**config.mk**
```make
export PLATFORM = sky130hd
export DESIGN_NAME = zx81_tape_player_flat
export DESIGN_NICKNAME = d
export VERILOG_FILES = /design/src/rtl/zx81_tape_player_if.sv /design/src/rtl/zx81_tape_player.sv /design/src/flat_wrapper.sv
export SDC_FILE = /design/constraint.sdc
export NUM_CORES = 1
export LEC_CHECK = 0
export CORE_MARGIN = 5
export CORE_UTILIZATION = 39
export CTS_CLUSTER_SIZE = 30
export DETAILED_ROUTE_END_ITERATION = 6
export PLACE_DENSITY_LB_ADDON = 0.05
export SLEW_MARGIN = 30
export SYNTH_ARGS = -nofsm -noshare
export SYNTH_HDL_FRONTEND = slang
export SYNTH_SLANG_ARGS = --single-unit
```
**constraint.sdc**
```tcl
create_clock -name CLK_VIDEO -period 2.93 [get_ports CLK_VIDEO]
set_input_delay 0.293 -clock CLK_VIDEO [delete_from_list [all_inputs] [get_ports CLK_VIDEO]]
set_output_delay 0.293 -clock CLK_VIDEO [all_outputs]
set_load 0.1 [all_outputs]
```
**src/rtl/zx81_tape_player_if.sv**
```systemverilog
// Download and tape-buffer port bundle for zx81_tape_player.
// The master side is the player, which owns the buffer port.
interface zx81_tape_player_if;
    logic        dl_active;
    logic        dl_wr;
    logic [15:0] dl_addr;
    logic [7:0]  dl_data;
    logic [15:0] buf_addr;
    logic        buf_we;
    logic [7:0]  buf_din;
    logic [7:0]  buf_dout;

    modport master (
        input  dl_active,
        input  dl_wr,
        input  dl_addr,
        input  dl_data,
        input  buf_dout,
        output buf_addr,
        output buf_we,
        output buf_din
    );

    modport slave (
        output dl_active,
        output dl_wr,
        output dl_addr,
        output dl_data,
        output buf_dout,
        input  buf_addr,
        input  buf_we,
        input  buf_din
    );
endinterface

```
**src/rtl/zx81_tape_player.sv**
```systemverilog
// ZX81 .P image playback: forwards downloads into the tape buffer, then replays
// the buffer as the cassette pulse train (9 pulses for a 1, 4 for a 0, MSB first).
module zx81_tape_player #(
    parameter int unsigned CLK_KHZ   = 6500,
    parameter int unsigned PULSE_US  = 150,
    parameter int unsigned GAP_US    = 1300,
    parameter int unsigned LEADER_MS = 500
) (
    input  logic                      CLK_VIDEO,
    input  logic                      reset,
    zx81_tape_player_if.master        bus,
    input  logic                      play,
    output logic                      tape_out,
    output logic                      tape_ready,
    output logic                      busy,
    output logic                      done
);
    localparam int unsigned T_PULSE = CLK_KHZ * PULSE_US / 1000;
    localparam int unsigned T_GAP   = CLK_KHZ * GAP_US / 1000;
    localparam int unsigned T_LEAD  = CLK_KHZ * LEADER_MS;

    // Counter holds "cycles remaining minus one", so a load of T lasts exactly T cycles.
    localparam logic [23:0] LD_PULSE = 24'(T_PULSE - 1);
    localparam logic [23:0] LD_GAP   = 24'(T_GAP - 1);
    localparam logic [23:0] LD_LEAD  = 24'(T_LEAD - 1);

    typedef enum logic [3:0] {
        StIdle,
        StLeader,
        StFetch,
        StLatch,
        StBit,
        StHi,
        StLo,
        StGap,
        StDone
    } state_e;

    state_e      r_state, w_state_d;
    logic [23:0] r_cnt, w_cnt_d;
    logic [16:0] r_len, w_len_d;
    logic [15:0] r_ptr, w_ptr_d;
    logic [7:0]  r_shreg, w_shreg_d;
    logic [2:0]  r_bitcnt, w_bitcnt_d;
    logic [3:0]  r_npulse, w_npulse_d;
    logic        r_play_q;
    logic        r_dl_q;

    logic        w_dl_rise;
    logic        w_play_rise;
    logic        w_cnt_zero;
    logic        w_last_byte;
    logic [16:0] w_wr_end;
    logic [16:0] w_len_base;

    assign w_dl_rise   = bus.dl_active & ~r_dl_q;
    assign w_play_rise = play & ~r_play_q;
    assign w_cnt_zero  = (r_cnt == 24'd0);
    assign w_last_byte = (({1'b0, r_ptr} + 17'd1) == r_len);
    assign w_wr_end    = {1'b0, bus.dl_addr} + 17'd1;

    assign bus.buf_addr = bus.dl_active ? bus.dl_addr : r_ptr;
    assign bus.buf_we   = bus.dl_active & bus.dl_wr;
    assign bus.buf_din  = bus.dl_data;

    assign tape_out   = (r_state == StHi);
    assign busy       = (r_state != StIdle);
    assign done       = (r_state == StDone);
    assign tape_ready = (r_len != 17'd0) & ~bus.dl_active;

    always_comb begin
        w_len_base = w_dl_rise ? 17'd0 : r_len;
        w_len_d    = w_len_base;
        if (bus.dl_active && bus.dl_wr && (w_wr_end > w_len_base)) begin
            w_len_d = w_wr_end;
        end
    end

    always_comb begin
        w_state_d  = r_state;
        w_cnt_d    = r_cnt;
        w_ptr_d    = r_ptr;
        w_shreg_d  = r_shreg;
        w_bitcnt_d = r_bitcnt;
        w_npulse_d = r_npulse;

        unique case (r_state)
            StIdle: begin
                w_ptr_d = 16'd0;
                if (w_play_rise && tape_ready) begin
                    w_cnt_d   = LD_LEAD;
                    w_state_d = StLeader;
                end
            end
            StLeader: begin
                if (w_cnt_zero) w_state_d = StFetch;
                else            w_cnt_d   = r_cnt - 24'd1;
            end
            StFetch: w_state_d = StLatch;
            StLatch: begin
                w_shreg_d  = bus.buf_dout;
                w_bitcnt_d = 3'd7;
                w_state_d  = StBit;
            end
            StBit: begin
                w_npulse_d = r_shreg[7] ? 4'd9 : 4'd4;
                w_cnt_d    = LD_PULSE;
                w_state_d  = StHi;
            end
            StHi: begin
                if (w_cnt_zero) begin
                    w_cnt_d   = LD_PULSE;
                    w_state_d = StLo;
                end else begin
                    w_cnt_d = r_cnt - 24'd1;
                end
            end
            StLo: begin
                if (w_cnt_zero) begin
                    w_npulse_d = r_npulse - 4'd1;
                    if (r_npulse != 4'd1) begin
                        w_cnt_d   = LD_PULSE;
                        w_state_d = StHi;
                    end else begin
                        w_cnt_d   = LD_GAP;
                        w_state_d = StGap;
                    end
                end else begin
                    w_cnt_d = r_cnt - 24'd1;
                end
            end
            StGap: begin
                if (w_cnt_zero) begin
                    if (r_bitcnt != 3'd0) begin
                        w_bitcnt_d = r_bitcnt - 3'd1;
                        w_shreg_d  = {r_shreg[6:0], 1'b0};
                        w_state_d  = StBit;
                    end else if (w_last_byte) begin
                        w_state_d = StDone;
                    end else begin
                        w_ptr_d   = r_ptr + 16'd1;
                        w_state_d = StFetch;
                    end
                end else begin
                    w_cnt_d = r_cnt - 24'd1;
                end
            end
            StDone:  w_state_d = StIdle;
            default: w_state_d = StIdle;
        endcase

        // Aborts rewind without a done strobe; a new download outranks everything.
        if ((r_state != StIdle && !play) || w_dl_rise) begin
            w_state_d = StIdle;
            w_ptr_d   = 16'd0;
        end
    end

    always_ff @(posedge CLK_VIDEO) begin
        if (reset) begin
            r_state  <= StIdle;
            r_cnt    <= 24'd0;
            r_len    <= 17'd0;
            r_ptr    <= 16'd0;
            r_shreg  <= 8'd0;
            r_bitcnt <= 3'd0;
            r_npulse <= 4'd0;
            r_play_q <= 1'b0;
            r_dl_q   <= 1'b0;
        end else begin
            r_state  <= w_state_d;
            r_cnt    <= w_cnt_d;
            r_len    <= w_len_d;
            r_ptr    <= w_ptr_d;
            r_shreg  <= w_shreg_d;
            r_bitcnt <= w_bitcnt_d;
            r_npulse <= w_npulse_d;
            r_play_q <= play;
            r_dl_q   <= bus.dl_active;
        end
    end
endmodule

```
**src/flat_wrapper.sv**
```systemverilog
// flat-port wrapper written by rule: the top's interface ports become plain ports
module zx81_tape_player_flat 
#(
    parameter int unsigned CLK_KHZ   = 6500,
    parameter int unsigned PULSE_US  = 150,
    parameter int unsigned GAP_US    = 1300,
    parameter int unsigned LEADER_MS = 500
)
  (CLK_VIDEO, reset, play, tape_out, tape_ready, busy, done, bus_dl_active, bus_dl_wr, bus_dl_addr, bus_dl_data, bus_buf_dout, bus_buf_addr, bus_buf_we, bus_buf_din);
  zx81_tape_player_if bus_i ();
  input  logic CLK_VIDEO;
  input  logic reset;
  input  logic play;
  output logic tape_out;
  output logic tape_ready;
  output logic busy;
  output logic done;
  input wire logic [$bits(bus_i.dl_active)-1:0] bus_dl_active;
  input wire logic [$bits(bus_i.dl_wr)-1:0] bus_dl_wr;
  input wire logic [$bits(bus_i.dl_addr)-1:0] bus_dl_addr;
  input wire logic [$bits(bus_i.dl_data)-1:0] bus_dl_data;
  input wire logic [$bits(bus_i.buf_dout)-1:0] bus_buf_dout;
  output wire logic [$bits(bus_i.buf_addr)-1:0] bus_buf_addr;
  output wire logic [$bits(bus_i.buf_we)-1:0] bus_buf_we;
  output wire logic [$bits(bus_i.buf_din)-1:0] bus_buf_din;
  assign bus_i.dl_active = bus_dl_active;
  assign bus_i.dl_wr = bus_dl_wr;
  assign bus_i.dl_addr = bus_dl_addr;
  assign bus_i.dl_data = bus_dl_data;
  assign bus_i.buf_dout = bus_buf_dout;
  assign bus_buf_addr = bus_i.buf_addr;
  assign bus_buf_we = bus_i.buf_we;
  assign bus_buf_din = bus_i.buf_din;
  zx81_tape_player #(.CLK_KHZ(CLK_KHZ), .PULSE_US(PULSE_US), .GAP_US(GAP_US), .LEADER_MS(LEADER_MS)) u_core (.CLK_VIDEO(CLK_VIDEO), .reset(reset), .bus(bus_i), .play(play), .tape_out(tape_out), .tape_ready(tape_ready), .busy(busy), .done(done));
endmodule
```
==> reports/summary.txt <==
Final wirelength: 17.7 mm
Met2 usage: 34.4%
Synthesized Nets: 798
Most common cell after layout, fill and taps aside: buf_4
Crit path max fanout: 14
Num ports: 66
Global route total overflow: 0
Worst hold slack: 0.465 ns
Vias: 5862
Final period utilization: 95.2%
DR WL/cell: 17.1 um
Clock sinks: 78
Post-synthesis sequential area ratio: 28.5%
Initial Utilization: 39.7%
GR Util met1: 30.4%
Skew final: 0.00532 ns
Worst-Margin Slew: 0.708 ns
Startpoint types: flip-flop
Detailed placement HPWL: 13.6 mm
TNS Setup: 0 ns
Clk Latency, worst-skew pair: 0.35 ns
Worst Hold Launch: bus_dl_addr[0]
Vias per cell: 5.69
Final hold violation count: 0
Flops & latches, synth: 78
Iter 0 DRT Violations: 460
Core area: 13800 um2
GR Util met3: 4.40%
Die Ht: 129 um
TritonCTS clock tree: done
Post-place setup slack: -0.516 ns
Die area: 16500 um2
H-tree depth: 3
Distinct cell type count after synthesis: 72
Fmax: 358 MHz
Post-route antenna net violation count: 0
Post-layout util: 52.9%
Vias in the first global route: 5586
Synth Flop Type: dfxtp_1
P_leak: 0.00280 uW
WP data arrival: 3.06 ns
CP Class: reg2reg
Critical path required time: 3.19 ns
Synth warn: 0
Root Buffer: clkbuf_16
Post-synth ARST share: 0%
RSZ-0062 raised after global routing: true
Post-synth EDFFs: 0
R2R Path Start: u_core.r_ptr[0]
Share of layout cells above drive strength 1: 21.3%
First-pass GRT wire length: 28.8 mm
Setup violations, final: 0
Slew Limit Fails: 0
Crit end category: flip-flop
DRC viols: 0
Cts bufs inserted: 9
Placer Congestion: 0.962
VDD IR max: 0.339 mV
Port buffer count: 49
Synthesized cell area: 5480 um2
Mapped Cells: 737
Commonest non-fill, non-tap cells in the layout: 91 x buf_4, 84 x nand2_1, 82 x nor2_1
# diodes: 0
Fin area: 7310 um2
Total of max-cap violations: 0
Pwr dens: 455 nW/um2
Initial antenna violation count: 0
Status: finished clean
Relative slew margins: 52.6%
Hold buffers post-CTS: 0
Layout Area Growth over Synthesis: 33.3%
DRT Pass-1 Iters: 5
Min cycle time layout: 2.79 ns
Placed Area: 6810 um2
Final Worst Setup Slack: 0.139 ns
Largest net degree at the start of global routing: 50
Die Wd: 129 um
Syn Area/Cell: 7.44 um2
Nets: 907
Hold Path Class: in2reg
GRT Max-Usage Layer: met2
Clk buf depth: 2
Worst-path clk slew: 0.06 ns
Crit path launch: u_core.r_ptr[0]
Gr usage total: 21.8%
Std-Cell Rows: 43
Yosys cell counts (all sizes together) (2+ instances only):
cell    count  area share [%]
nand2      86             5.9
nor2       85             5.8
dfxtp      78              28
o21ai      53             4.9
a21oi      40             3.7
nand3      34             3.2
inv        31             2.1
nor3       28             2.6
clkbuf     27             1.8
xnor2      27             4.3
ha         24             5.5
nand4      18             2.4
nand2b     17             1.9
buf        16             2.0
nor4       15             1.9
a211oi     13             1.8
xor2       13             2.1
nor2b      12             1.4
a311oi     11             1.8
a21o        9             1.2
o211ai      9             1.3
a31oi       7            0.80
and2        7            0.80
and3        7            0.80
or4         6            0.82
o22ai       5            0.68
or3         5            0.57
mux2        4            0.82
mux2i       4            0.73
o311ai      4            0.64
o31ai       4            0.64
a31o        3            0.48
and4        3            0.52
nor3b       3            0.41
nor4b       3            0.75
o21a        3            0.41
a21bo       2            0.37
or2         2            0.23
or4b        2            0.43
registers in the layout (all words and copies together), names as in the netlist:
signal,count
u_core.r_play_q,1
u_core.r_cnt,24
u_core.r_bitcnt,3
u_core.r_shreg,8
u_core.r_len,17
u_core.r_ptr,16
u_core.r_state,4
u_core.r_dl_q,1
u_core.r_npulse,4
worst max-delay path, cell delays in order, from the launching register on:
cell and delay [ns]:
dfxtp_1 0.34, buf_4 0.16, and4_4 0.25, nand2_1 0.13, or3_1 0.36, a32o_1 0.31, nor4b_4 0.34, nand2_2 0.14
a311o_1 0.34, buf_12 0.17, o22ai_1 0.17
through the flow:
| stage | total power, uW | std cells |
|---|---|---|
| floorplan | 1860 | 737 |
| global placement | 2160 | 1006 |
| detailed placement | 2170 | 1006 |
| CTS | 3330 | 1028 |
| global route | 3510 | 1031 |
| finish | 3330 | 1031 |
layer usage:
metal | routed length (um) | up-vias | share of wire, %
met2 | 8000 | 188 | 45
met5 | 0 | - | 0
met1 | 8130 | 2784 | 46
met3 | 1100 | 27 | 6.2
met4 | 432 | 0 | 2.4
li1 | - | 2863 | -
worst paths after layout:
| check | slack (ns) | cells past startpoint | to |
|---|---|---|---|
| max | 0.14 | 10 | u_core.r_ptr[4] |
| min reg2reg | 0.47 | 2 | u_core.r_shreg[0] |
| max reg2reg | 0.14 | 10 | u_core.r_ptr[4] |
| min | 0.46 | 5 | u_core.r_len[0] |
layout make-up:
cell class	instances	area (um2)
Sequential cell	78	1560
Timing Repair Buffer	141	1390
Inverter	31	116
Fill cell	1320	6520
Tap cell	180	225
Clock buffer	10	229
Multi-Input combinational cell	585	3720
Clock inverter	6	62.6
what timing repair did:
item | CTS | global route
resized for setup | 23 | 32
setup buffers | 4 | 3
endpoints found under the setup margin | 16 | 42
gates cloned | 2 | 0
pin swaps | 7 | 12
power by group:
group / switching (uW) / internal (uW)
Clock: 472 / 657
Sequential: 73.6 / 1120
Combinational: 598 / 410
Total: 1140 / 2180
kinds of logic after synthesis:
kind of cell               share of synthesized area [%]
and+or+nand+nor                                     31.1
AOI/OAI and AO/OA                                   20.9
DFF                                                 28.5
buffers and inverters                               6.00
xor gates and xnor gates                            6.39
adders and majority gates                           5.66
muxes                                               1.55
Power figures use the tool's default switching activity.
